$ cat config.mk
export PLATFORM = sky130hd
export DESIGN_NAME = mem_port_arbiter
export DESIGN_NICKNAME = d
export VERILOG_FILES = /design/src/rtl/mem_port_arbiter.sv
export SDC_FILE = /design/constraint.sdc
export NUM_CORES = 1
export LEC_CHECK = 0
export BUFFER_PORTS_ARGS = -buffer_cell sky130_fd_sc_hd__buf_2
export CORE_AREA = 3 3 105 107
export DETAILED_ROUTE_END_ITERATION = 16
export DIE_AREA = 0 0 108 110
export GPL_TIMING_DRIVEN = 1
export PLACE_DENSITY = 0.58
export SLEW_MARGIN = 5
export SYNTH_ARGS = -nofsm -noshare
export SYNTH_HDL_FRONTEND = slang
export SYNTH_SLANG_ARGS = --single-unit
$ cat constraint.sdc
create_clock -name clk -period 3.03 [get_ports clk]
set_input_delay 0.4545 -clock clk [delete_from_list [all_inputs] [get_ports clk]]
set_output_delay 0.4545 -clock clk [all_outputs]
set_load 0.01 [all_outputs]
$ cat src/rtl/mem_port_arbiter.sv
// Arbiter sharing one single-port memory between instruction fetch (I) and load/store (D).
// One transaction in flight; D has priority unless fetch has been starved for MAX_D_STREAK grants.
module mem_port_arbiter #(
  parameter int MAX_D_STREAK = 4
) (
  input  logic        clk,
  input  logic        rst,
  input  logic        i_req,
  input  logic [31:0] i_addr,
  output logic        i_gnt,
  output logic        i_rvalid,
  output logic [31:0] i_rdata,
  input  logic        d_req,
  input  logic        d_we,
  input  logic [3:0]  d_be,
  input  logic [31:0] d_addr,
  input  logic [31:0] d_wdata,
  output logic        d_gnt,
  output logic        d_rvalid,
  output logic [31:0] d_rdata,
  output logic        mem_req,
  output logic        mem_we,
  output logic [3:0]  mem_be,
  output logic [31:0] mem_addr,
  output logic [31:0] mem_wdata,
  input  logic        mem_ready,
  input  logic        mem_rvalid,
  input  logic [31:0] mem_rdata,
  output logic        busy
);

  localparam int SW = $clog2(MAX_D_STREAK + 1);
  localparam logic [SW-1:0] STREAK_MAX = SW'(MAX_D_STREAK);

  typedef enum logic [1:0] {IDLE, WAIT_I, WAIT_D} state_e;

  state_e        state_q, state_d;
  logic [SW-1:0] streak_q, streak_d;
  logic          sel_d, sel_i;

  // Fetch is forced only when it is actually waiting and D has used up its streak.
  assign sel_d = (state_q == IDLE) && d_req && !(i_req && (streak_q == STREAK_MAX));
  assign sel_i = (state_q == IDLE) && !sel_d && i_req;

  // NOTE: every output and next-state signal gets a default first, so no path leaves one unassigned and no latch is inferred.
  always_comb begin
    state_d   = state_q;
    streak_d  = streak_q;
    i_gnt     = 1'b0;
    i_rvalid  = 1'b0;
    i_rdata   = '0;
    d_gnt     = 1'b0;
    d_rvalid  = 1'b0;
    d_rdata   = '0;
    mem_req   = 1'b0;
    mem_we    = 1'b0;
    mem_be    = '0;
    mem_addr  = '0;
    mem_wdata = '0;

    // Outputs are held quiet while reset is asserted, even with requests pending.
    if (!rst) begin
      unique case (state_q)
        IDLE: begin
          if (sel_d) begin
            mem_req   = 1'b1;
            mem_we    = d_we;
            mem_be    = d_be;
            mem_addr  = {d_addr[31:2], 2'b00};
            mem_wdata = d_wdata;
            if (mem_ready) begin
              d_gnt    = 1'b1;
              state_d  = WAIT_D;
              if (!i_req)                   streak_d = '0;
              else if (streak_q != STREAK_MAX) streak_d = streak_q + SW'(1);
            end
          end else if (sel_i) begin
            mem_req  = 1'b1;
            mem_be   = 4'hF;
            mem_addr = {i_addr[31:2], 2'b00};
            if (mem_ready) begin
              i_gnt    = 1'b1;
              state_d  = WAIT_I;
              streak_d = '0;
            end
          end
        end
        WAIT_I: begin
          if (mem_rvalid) begin
            i_rvalid = 1'b1;
            i_rdata  = mem_rdata;
            state_d  = IDLE;
          end
        end
        WAIT_D: begin
          if (mem_rvalid) begin
            d_rvalid = 1'b1;
            d_rdata  = mem_rdata;
            state_d  = IDLE;
          end
        end
        default: state_d = IDLE;
      endcase
    end
  end

  // NOTE: sequential state uses non-blocking assignments so all registers update together at the edge.
  always_ff @(posedge clk or posedge rst) begin
    if (rst) begin
      state_q  <= IDLE;
      streak_q <= '0;
    end else begin
      state_q  <= state_d;
      streak_q <= streak_d;
    end
  end

  assign busy = !rst && (state_q != IDLE);

endmodule

==> reports/metrics.cfg <==
[outcome]
status = finished clean

[detailed_routing]
drc = 0
viasPerCell = 4.31
antenna_left = 0
vias = 2875
initialDrtViolationCount = 214
dr.pass1.iters = 5
wl_um = 8880
wire_per_inst_um = 13.3

[sta]
hold_viol_final = 0
fin_crit_ns = 2.69
worst_clock_skew_ns = 0.00292
maxSlewViolCount = 0
finalWorstSetupSlack_ns = 0.340
final.setup.tns_ns = 0
rsz0062_at_grt = no
slew_headroom_pct = 59.2
worst_slew_pin_slew_ns = 0.612
setup_viol = 0
fmax_ghz = 0.372
period_share_pct = 88.8

[grt]
grt_pass1_wl_um = 12300
grt_start_max_net_pins = 35
grt-ovfl-total = 0
grt_pass1_vias = 2498
grt_use_total_pct = 12.7
antenna_found_initial = 2

[clocking]
clk_pin_slew_worst_paths_ns = 0.04
cts_buffers = 3
clock_sinks = 5
cts-root-buf = clkbuf_8
ctsHoldBuffers = 0
cts_setup_buffers = 0
insertion_delay_ns = 0.22
cts_tree = yes
ctsHtreeMaxLevel = 1
cts_resized = 0
clk_path_buf_depth = 2

[worst_setup_path]
arrival_ns = 2.24
startpoint_type = flop
critPathRequiredTime_ns = 2.58
end_kind = output port
cp_slowest_stage_delay_ns = 0.39
path_cells = inv_1, ha_1, and2_1, buf_4, and3_1, buf_4, and2_1, buf_2
worst-path-max-fanout = 33
crit_type = flop to output port
slowest_stage = dfrtp_1

[power]
leakage_nw = 1.96
max-vdd-ir-drop_mv = 0.153
p_total_mw = 1.10
pwr_density_cell_nw_per_um2 = 347

[synthesis]
yosys.area.top_type = and2_1
yosysTopAreaCellShare_pct = 36.7
synthTopCellsByArea = and2_1 (37%), nand3_1 (18%), a21oi_1 (8.9%)
synth_edf_count = 0
ys_ff_latch = 5
synthCells = 275
synth-seq-area-share_pct = 7.41
synth_ff_type = dfrtp_1
netlist_top_cells_count = and2_1 (99), nand3_1 (62), a21oi_1 (30)
synth.most_common_cell = and2_1
syn_area_per_cell_sq_um = 6.14
yosysWarnings = 0
syn_area_sq_um = 1690
synthArstFlopShare_pct = 100
synth.distinct_cells = 29

[layout]
final_nets = 674
multiInputGateArea_sq_um = 1390
seqCellArea_sq_um = 125
drive_gt1_share_pct = 54.3
fill_cells = 1146
areaGrowthSynthToFinish_pct = 88.6

[floorplanning]
core_area_sq_um = 10200
dieArea_sq_um = 11900
chipWidth_um = 108
die_height_um = 110
placementRows = 37
ios = 278
start_util_pct = 16.5

[job]
drv_cap = 0

[placed_design]
gp_congestion = 0.825
portBuffers = 271
dp_hpwl_um = 7450
place_ws_ns = 0.565

[min_path]
hp-class = input port to asynchronous set/reset pin

==> cell type report <==
class,count,area share (%)
inverters,7,0.825
well taps,136,5.34
flip-flops and latches,5,3.93
clock buffers,3,1.30
clock inverters,1,0.157
multi-input cells,233,43.6
repair buffers,280,44.7
diodes,2,0.157
==> worst max-delay path: cells and delay by family (launching register included) <==
family / cells / cell delay [ns]
buffers and inverters: 4 / 0.70
and+or+nand+nor: 3 / 0.55
DFF: 1 / 0.39
adders and majority gates: 1 / 0.36
==> sequential cells by signal, summed over array words and instances (netlist names) <==
name,cells
streak_q,3
state_q,2
==> layer usage <==
metal / vias up / track usage (%) / routed length, um
met5: - / 0 / 0
met4: 0 / 5.05 / 68
met3: 5 / 1.57 / 765
met2: 166 / 24.5 / 4710
met1: 1273 / 14.0 / 3330
li1: 1431 / - / -
==> stage by stage <==
stage / utilization (%) / cells / cell area, sq um / hold slack [ns]
detailed placement: 30.6 / 661 / 3130 / 0.457
CTS: 31.1 / 665 / 3180 / 0.221
global placement: 30.6 / 661 / 3130 / 0.459
finish: 31.1 / 667 / 3190 / 0.218
global route: 31.1 / 667 / 3190 / 0.250
floorplan: - / 276 / 1690 / 0.367
==> power breakdown <==
part,switching [mW],internal [mW]
combinational,0.512,0.371
sequential,0.0139,0.0852
clock,0.0343,0.0884
==> path summary, 6_finish.rpt <==
kind                                endpoint  slack, ns  depth (start not counted)       start
worst max-delay path            mem_wdata[0]       0.34                          8  state_q[0]
worst min-delay path              state_q[1]       0.22                          2         rst
worst max register to register   streak_q[0]       1.01                          5  state_q[0]
worst min register to register    state_q[0]       0.54                          1  state_q[0]
max in group asynchronous        streak_q[2]       2.61                          2         rst
min in group clk                  state_q[0]       0.54                          1  state_q[0]
==> cell usage in the layout (no fill, tap or decap) <==
cell         n
conb_1       2
diode_2      2
nand2b_4     1
dfrtp_1      5
nand3_1     62
ha_1         5
or3_4        1
a21boi_0     2
and2_1      99
a21oi_1     30
o31ai_1      5
buf_2      271
mux2i_1      1
nand2_1      4
nor2b_1      1
a21bo_2      1
nor2_1       5
nand4_1      1
a2111oi_0    1
o21a_1       4
and3_1       4
o22ai_1      1
nor3_1       1
clkbuf_8     3
a32o_1       1
buf_4        9
a311o_1      1
clkinv_2     1
inv_1        7
==> kinds of logic after synthesis <==
family / share of synthesized area (%)
and+or+nand+nor: 61.0
AOI/OAI and AO/OA: 16.4
adders and majority gates: 3.70
DFF: 7.41
buffers and inverters: 10.6
muxes: 0.593
other: 0.222
Power figures use the tool's default switching activity.
